### src/rtl/seq_alu_unit_if.sv
// Request/response bundle for seq_alu_unit: operation request toward the ALU,
// result plus flags back to writeback, each side with its own valid/ready pair.
interface seq_alu_unit_if #(
    parameter int XLEN = 64
);
    logic            in_valid;
    logic            in_ready;
    logic [3:0]      in_op;
    logic [XLEN-1:0] operand_a;
    logic [XLEN-1:0] operand_b;
    logic            out_valid;
    logic            out_ready;
    logic [XLEN-1:0] out_result;
    logic            out_zero;
    logic            out_carry;
    logic            out_overflow;
    logic            out_illegal;

    modport master (
        output in_valid, in_op, operand_a, operand_b, out_ready,
        input  in_ready, out_valid, out_result, out_zero, out_carry, out_overflow, out_illegal
    );

    modport slave (
        input  in_valid, in_op, operand_a, operand_b, out_ready,
        output in_ready, out_valid, out_result, out_zero, out_carry, out_overflow, out_illegal
    );
endinterface

### src/rtl/seq_alu_unit.sv
// Multi-cycle RV integer ALU: base ops in one cycle, MUL/MULHU/DIVU/REMU iteratively.
// Signed DIV/REM (ops 14/15) exist only when SEQ_ALU_SIGNED_DIV_EN is defined.
module seq_alu_unit #(
    parameter int XLEN = 64,
    parameter int SHW  = $clog2(XLEN)
) (
    input  logic          clk,
    input  logic          rst_n,
    seq_alu_unit_if.slave bus
);
    localparam int CW = $clog2(XLEN) + 1;

    localparam logic [3:0] OP_ADD   = 4'd0;
    localparam logic [3:0] OP_SUB   = 4'd1;
    localparam logic [3:0] OP_AND   = 4'd2;
    localparam logic [3:0] OP_OR    = 4'd3;
    localparam logic [3:0] OP_XOR   = 4'd4;
    localparam logic [3:0] OP_SLL   = 4'd5;
    localparam logic [3:0] OP_SRL   = 4'd6;
    localparam logic [3:0] OP_SRA   = 4'd7;
    localparam logic [3:0] OP_SLT   = 4'd8;
    localparam logic [3:0] OP_SLTU  = 4'd9;
    localparam logic [3:0] OP_MUL   = 4'd10;
    localparam logic [3:0] OP_MULHU = 4'd11;
    localparam logic [3:0] OP_DIVU  = 4'd12;
    localparam logic [3:0] OP_REMU  = 4'd13;
`ifdef SEQ_ALU_SIGNED_DIV_EN
    localparam logic [3:0] OP_DIV   = 4'd14;
    localparam logic [3:0] OP_REM   = 4'd15;
`endif

    typedef enum logic [1:0] {IDLE, BUSY, DONE} state_t;

    state_t                 state, state_nx;
    logic [3:0]             op_q;
    logic [CW-1:0]          cnt;
    logic [XLEN-1:0]        work_hi, work_lo, b_q;
    logic [XLEN-1:0]        hi_nx, lo_nx, it_res;
    logic [XLEN-1:0]        load_a, load_b;
    logic                   accept, in_iter, last_step;

    logic signed [XLEN-1:0] a_s, b_s;
    logic [SHW-1:0]         shamt;
    logic [XLEN:0]          add_ext, sub_ext;
    logic [XLEN-1:0]        sc_res;
    logic                   sc_carry, sc_ovf, sc_ill;

    logic [XLEN:0]          mul_sum, div_shift;
    logic [XLEN-1:0]        div_diff;
    logic                   div_ge;

    function automatic logic add_ovf(input logic sa, input logic sb, input logic sr);
        return (sa == sb) && (sr != sa);
    endfunction

    function automatic logic sub_ovf(input logic sa, input logic sb, input logic sr);
        return (sa != sb) && (sr != sa);
    endfunction

    assign a_s     = bus.operand_a;
    assign b_s     = bus.operand_b;
    assign shamt   = bus.operand_b[SHW-1:0];
    assign add_ext = {1'b0, bus.operand_a} + {1'b0, bus.operand_b};
    assign sub_ext = {1'b0, bus.operand_a} + {1'b0, ~bus.operand_b} + {{XLEN{1'b0}}, 1'b1};

`ifdef SEQ_ALU_SIGNED_DIV_EN
    assign in_iter = (bus.in_op >= OP_MUL);
`else
    assign in_iter = (bus.in_op >= OP_MUL) && (bus.in_op <= OP_REMU);
`endif

    assign accept    = (state == IDLE) && bus.in_valid;
    assign last_step = (state == BUSY) && (cnt == CW'(1));

    always_ff @(posedge clk or negedge rst_n) begin
        if (!rst_n) state <= IDLE;
        else        state <= state_nx;
    end

    always_comb begin
        state_nx      = state;
        bus.in_ready  = 1'b0;
        bus.out_valid = 1'b0;
        case (state)
            IDLE: begin
                bus.in_ready = 1'b1;
                if (bus.in_valid) state_nx = in_iter ? BUSY : DONE;
            end
            BUSY: if (cnt == CW'(1)) state_nx = DONE;
            DONE: begin
                bus.out_valid = 1'b1;
                if (bus.out_ready) state_nx = IDLE;
            end
            default: state_nx = IDLE;
        endcase
    end

    // Single-cycle ops, evaluated straight from the request bus at accept
    always_comb begin
        sc_res   = '0;
        sc_carry = 1'b0;
        sc_ovf   = 1'b0;
        sc_ill   = 1'b0;
        case (bus.in_op)
            OP_ADD: begin
                sc_res   = add_ext[XLEN-1:0];
                sc_carry = add_ext[XLEN];
                sc_ovf   = add_ovf(a_s[XLEN-1], b_s[XLEN-1], add_ext[XLEN-1]);
            end
            OP_SUB: begin
                sc_res   = sub_ext[XLEN-1:0];
                sc_carry = sub_ext[XLEN];
                sc_ovf   = sub_ovf(a_s[XLEN-1], b_s[XLEN-1], sub_ext[XLEN-1]);
            end
            OP_AND:  sc_res = bus.operand_a & bus.operand_b;
            OP_OR:   sc_res = bus.operand_a | bus.operand_b;
            OP_XOR:  sc_res = bus.operand_a ^ bus.operand_b;
            OP_SLL:  sc_res = bus.operand_a << shamt;
            OP_SRL:  sc_res = bus.operand_a >> shamt;
            OP_SRA:  sc_res = $unsigned(a_s >>> shamt);
            OP_SLT:  sc_res = {{(XLEN-1){1'b0}}, (a_s < b_s)};
            OP_SLTU: sc_res = {{(XLEN-1){1'b0}}, (bus.operand_a < bus.operand_b)};
            default: sc_ill = !in_iter;
        endcase
    end

`ifdef SEQ_ALU_SIGNED_DIV_EN
    logic neg_q, a_neg_q;

    // Signed divide runs on magnitudes; signs are reapplied on the final step
    always_comb begin
        load_a = bus.operand_a;
        load_b = bus.operand_b;
        if (bus.in_op[3:1] == 3'b111) begin
            if (a_s[XLEN-1]) load_a = -bus.operand_a;
            if (b_s[XLEN-1]) load_b = -bus.operand_b;
        end
    end
`else
    assign load_a = bus.operand_a;
    assign load_b = bus.operand_b;
`endif

    // One shift-add or restoring-divide step on the {work_hi, work_lo} pair
    always_comb begin
        mul_sum   = {1'b0, work_hi} + (work_lo[0] ? {1'b0, b_q} : {(XLEN+1){1'b0}});
        div_shift = {work_hi, work_lo[XLEN-1]};
        div_ge    = (div_shift >= {1'b0, b_q});
        div_diff  = div_shift[XLEN-1:0] - b_q;
        if (op_q[3:2] == 2'b10) begin
            hi_nx = mul_sum[XLEN:1];
            lo_nx = {mul_sum[0], work_lo[XLEN-1:1]};
        end else begin
            hi_nx = div_ge ? div_diff : div_shift[XLEN-1:0];
            lo_nx = {work_lo[XLEN-2:0], div_ge};
        end
        case (op_q)
            OP_MUL, OP_DIVU:   it_res = lo_nx;
            OP_MULHU, OP_REMU: it_res = hi_nx;
`ifdef SEQ_ALU_SIGNED_DIV_EN
            // Divide-by-zero keeps the all-ones quotient unsigned-looking
            OP_DIV:  it_res = (neg_q && (b_q != '0)) ? -lo_nx : lo_nx;
            OP_REM:  it_res = a_neg_q ? -hi_nx : hi_nx;
`endif
            default: it_res = lo_nx;
        endcase
    end

    always_ff @(posedge clk or negedge rst_n) begin
        if (!rst_n) begin
            op_q             <= '0;
            cnt              <= '0;
            work_hi          <= '0;
            work_lo          <= '0;
            b_q              <= '0;
            bus.out_result   <= '0;
            bus.out_zero     <= 1'b0;
            bus.out_carry    <= 1'b0;
            bus.out_overflow <= 1'b0;
            bus.out_illegal  <= 1'b0;
`ifdef SEQ_ALU_SIGNED_DIV_EN
            neg_q            <= 1'b0;
            a_neg_q          <= 1'b0;
`endif
        end else if (accept) begin
            op_q <= bus.in_op;
            if (in_iter) begin
                cnt     <= CW'(XLEN);
                work_hi <= '0;
                work_lo <= load_a;
                b_q     <= load_b;
`ifdef SEQ_ALU_SIGNED_DIV_EN
                neg_q   <= a_s[XLEN-1] ^ b_s[XLEN-1];
                a_neg_q <= a_s[XLEN-1];
`endif
            end else begin
                bus.out_result   <= sc_res;
                bus.out_zero     <= (sc_res == '0);
                bus.out_carry    <= sc_carry;
                bus.out_overflow <= sc_ovf;
                bus.out_illegal  <= sc_ill;
            end
        end else if (state == BUSY) begin
            cnt     <= cnt - CW'(1);
            work_hi <= hi_nx;
            work_lo <= lo_nx;
            if (last_step) begin
                bus.out_result   <= it_res;
                bus.out_zero     <= (it_res == '0);
                bus.out_carry    <= 1'b0;
                bus.out_overflow <= 1'b0;
                bus.out_illegal  <= 1'b0;
            end
        end
    end
endmodule

### src/flat_wrapper.sv
// flat-port wrapper written by rule: the top's interface ports become plain ports
module seq_alu_unit_flat 
#(
    parameter int XLEN = 64,
    parameter int SHW  = $clog2(XLEN)
)
  (clk, rst_n, bus_in_valid, bus_in_op, bus_operand_a, bus_operand_b, bus_out_ready, bus_in_ready, bus_out_valid, bus_out_result, bus_out_zero, bus_out_carry, bus_out_overflow, bus_out_illegal);
  seq_alu_unit_if #(.XLEN(XLEN)) bus_i ();
  input  logic clk;
  input  logic rst_n;
  input wire logic [$bits(bus_i.in_valid)-1:0] bus_in_valid;
  input wire logic [$bits(bus_i.in_op)-1:0] bus_in_op;
  input wire logic [$bits(bus_i.operand_a)-1:0] bus_operand_a;
  input wire logic [$bits(bus_i.operand_b)-1:0] bus_operand_b;
  input wire logic [$bits(bus_i.out_ready)-1:0] bus_out_ready;
  output wire logic [$bits(bus_i.in_ready)-1:0] bus_in_ready;
  output wire logic [$bits(bus_i.out_valid)-1:0] bus_out_valid;
  output wire logic [$bits(bus_i.out_result)-1:0] bus_out_result;
  output wire logic [$bits(bus_i.out_zero)-1:0] bus_out_zero;
  output wire logic [$bits(bus_i.out_carry)-1:0] bus_out_carry;
  output wire logic [$bits(bus_i.out_overflow)-1:0] bus_out_overflow;
  output wire logic [$bits(bus_i.out_illegal)-1:0] bus_out_illegal;
  assign bus_i.in_valid = bus_in_valid;
  assign bus_i.in_op = bus_in_op;
  assign bus_i.operand_a = bus_operand_a;
  assign bus_i.operand_b = bus_operand_b;
  assign bus_i.out_ready = bus_out_ready;
  assign bus_in_ready = bus_i.in_ready;
  assign bus_out_valid = bus_i.out_valid;
  assign bus_out_result = bus_i.out_result;
  assign bus_out_zero = bus_i.out_zero;
  assign bus_out_carry = bus_i.out_carry;
  assign bus_out_overflow = bus_i.out_overflow;
  assign bus_out_illegal = bus_i.out_illegal;
  seq_alu_unit #(.XLEN(XLEN), .SHW(SHW)) u_core (.clk(clk), .rst_n(rst_n), .bus(bus_i));
endmodule
### config.mk
export PLATFORM = sky130hd
export DESIGN_NAME = seq_alu_unit_flat
export DESIGN_NICKNAME = d
export VERILOG_FILES = /design/src/rtl/seq_alu_unit_if.sv /design/src/rtl/seq_alu_unit.sv /design/src/flat_wrapper.sv
export SDC_FILE = /design/constraint.sdc
export NUM_CORES = 2
export LEC_CHECK = 0
export CAP_MARGIN = 20
export CORE_ASPECT_RATIO = 1.1
export CORE_MARGIN = 2
export CORE_UTILIZATION = 40
export CTS_CLUSTER_SIZE = 12
export DETAILED_ROUTE_END_ITERATION = 8
export GPL_TIMING_DRIVEN = 1
export MAX_ROUTING_LAYER = met4
export PLACE_DENSITY = 0.54
export REMOVE_ABC_BUFFERS = 1
export SETUP_SLACK_MARGIN = 0.5
export SLEW_MARGIN = 10
export SYNTH_ARGS = -nofsm -noshare
export SYNTH_HDL_FRONTEND = slang
export SYNTH_SLANG_ARGS = --single-unit
### constraint.sdc
create_clock -name clk -period 9.7 [get_ports clk]
set_input_delay 1.455 -clock clk [delete_from_list [all_inputs] [get_ports clk]]
set_output_delay 1.455 -clock clk [all_outputs]
set_load 0.05 [all_outputs]
==> run metrics <==
status finished, final reports clean; Num CTS Buffers 35; Post-synth ARST share 1.00; Setup crit start bus_operand_a[11]; most common library cells after synthesis 712 x nand2_1, 595 x nor2_1, 516 x a21oi_1, 434 x o21ai_0, 333 x clkbuf_1; period utilisation layout 0.799; Reg2Reg Depth 19; vias in the first global route about 50000; DP Area slightly below 50000 µm²; setup violators final 0; core footprint approximately 110000 µm²; GRT Total Usage 0.466; min-delay worst type reg -> reg; P&R area growth vs syn 9.75%; hold_sp u_core.bus.out_result[19]$_DFFE_PN0P_; prevailing post-synth register cell dfrtp_1; H-tree depth 2; CTS Root Cell clkbuf_16; Max clock buf depth 3; Crit path arrival time between 8 and 9 ns; Slew Limit Fails 0; Max Cap Viol 0; post-route setup slack between 1.5 and 2 ns; worst slew pin tran roughly 1.3 ns; fraction of layout cells with a size suffix above 1 0.0927; FMAX 0.129 GHz; Post-synth EDFFs 0; post-synth top area share 0.149; Final Cell Area between 50000 and 60000 µm²; reg2reg start u_core.work_lo[63]$_DFFE_PN0P_; Setup CP Type in -> reg; post-synthesis cell count between 6000 and 7000; Buffers on Ports 205; Final min period ~7.7 ns; #FFs+latches synth about 270; Total Wirelength ~280000 µm; Synth area leader dfrtp_1; largest net degree at the start of global routing 192; Row Count 130; DR vias 54041; Die H roughly 360 µm; most common cell in the synthesized netlist nand2_1; Post-DRT Antenna Nets 0; Slew HR 0.150; Initial Util 0.402; Die X about 330 µm; Clock transition at path regs 0.06 ns; Post-CTS Setup Repair Bufs 0; worst-skew pair later-pin latency approximately 0.6 ns; DP Wirelength 217000 µm; Hold Fails Final Rpt 0; Via-to-Cell Ratio 7.09; worst-path fanout max 15; Overall Power 13.7 mW; synthesized area per cell 7.44 µm²; RSZ-0062 raised after global routing false; required time of the critical path 10.19 ns; Sink Count 273; leak pwr ~21 nW; CP endpoint u_core.bus.out_zero$_DFFE_PN0P_; final net count approximately 6500; Post-CTS Resized 0; Clock Skews roughly 0.045 ns; maximum vdd drop 261 µV; first-pass GRT wire length a little under 400000 µm; antenna violations before repair 23; Worst R2R End u_core.bus.out_zero$_DFFE_PN0P_; YS warnings 0; First DRT Iteration DRCs slightly below 8000; wire per inst about 36 µm; Startpoint Class input pin; worst reg-to-reg setup slack ~2.2 ns; Post-CTS Hold Fix Bufs 0; GP Congestion between 1 and 1.5; area occupied by registers ~6800 µm²; die area approximately 120000 µm²; Yosys cell types 108; Worst setup EP type flop; Place WS about 1.9 ns; num ports ~210; Cell Pwr Density approximately 270 nW/µm²; area of the multi-input gates ~36000 µm²; final setup TNS 0 ns; Synth Cell Area about 46000 µm²; DRT Pass-1 Iters 8; hold_ws roughly 0.48 ns; Synth area leaders dfrtp_1 15%, mux4_2 9.2%, ha_1 9.0%; post-synthesis sequential area ratio 0.149; CTS tree built; # fillers 11852; DRC viols 0; total global routing overflow 0
[per-layer routing]
| layer | vias up | GRT usage | part of all wire |
|---|---|---|---|
| met4 | 0 | 0.299 | 0.079 |
| met1 | 26672 | 0.600 | 0.39 |
| li1 | 22868 | - | - |
| met3 | 763 | 0.0754 | 0.10 |
| met5 | - | - | 0 |
| met2 | 3738 | 0.677 | 0.43 |
[final cells by class]
class	instances	area share
inverter	311	0.0233
clock buffer	45	0.0192
clock inverter	16	0.00304
sequential	273	0.136
antenna	19	0.000946
timing repair buffer	372	0.0672
multi-input combinational	5065	0.713
tap	1518	0.0378
[cells in the final DEF, fill, tap and decap left out, types with 69 or more instances in the layout]
cell and n:
mux2i_1 211, a21o_1 106, o211ai_1 87, ha_1 328, a21oi_1 516, a211oi_1 91
nor2_1 591, nand2_1 709, o21bai_1 71, nor3_1 128, inv_1 304, mux4_2 187
a31oi_1 69, a221o_1 82, buf_4 160, xnor2_1 69, nand3_1 124, dfrtp_1 272
clkdlybuf4s50_1 197, nand4_1 95, and2_1 100, o21ai_0 434
[flip-flops by register name, summed over array words and instances, names as in the netlist, 2 cells and up]
signal                 cells
u_core.work_hi            64
u_core.cnt                 7
u_core.work_lo            64
u_core.bus.out_result     64
u_core.state               2
u_core.b_q                64
u_core.op_q                4
[report_power, final]
group	internal, mW	leakage, nW	switching, mW
clock network	0.759	0.553	0.590
registers	1.65	3.48	0.617
logic	3.30	17.1	6.77
[cells by family after synthesis]
| group | count (synthesis) | share of synthesized area |
|---|---|---|
| XOR/XNOR | 113 | 0.0216 |
| adder cells (fa/ha/maj) | 332 | 0.0913 |
| multiplexers | 439 | 0.148 |
| buffers and inverters | 820 | 0.0717 |
| flip-flops | 273 | 0.149 |
| AO/OA/AOI/OAI | 2101 | 0.307 |
| AND/OR/NAND/NOR | 2080 | 0.210 |
[critical path: stages]
cell,delay [ns]
clkdlybuf4s50_1,0.77
buf_4,0.31
inv_1,0.16
ha_1,0.51
or4_1,0.61
a31oi_1,0.45
or2_2,0.24
mux2i_1,0.10
nor4b_1,0.83
nand3_1,0.25
nand3b_1,0.22
nor4_1,0.66
and4_1,0.35
nand4_1,0.21
nor4_1,0.57
and4b_1,0.32
nand4_1,0.11
nand2_1,0.08
[how the worst min path moves through the flow]
| stage | endpoint | slack, ns | cells past startpoint |
|---|---|---|---|
| floorplan | u_core.state[0]$_DFFE_PN0P_ | 0.46 | 1 |
| global placement | u_core.bus.out_result[19]$_DFFE_PN0P_ | 0.46 | 2 |
| detailed placement | u_core.bus.out_result[19]$_DFFE_PN0P_ | 0.47 | 2 |
| CTS | u_core.bus.out_result[19]$_DFFE_PN0P_ | 0.48 | 2 |
| global route | u_core.bus.out_result[19]$_DFFE_PN0P_ | 0.50 | 2 |
| finish | u_core.bus.out_result[19]$_DFFE_PN0P_ | 0.48 | 2 |
[through the flow]
stage	utilization	cells
finish	0.442	7619
global route	0.442	7616
CTS	0.441	7598
detailed placement	0.431	7537
global placement	0.431	7537
floorplan	-	5649
Power figures use the tool's default switching activity.
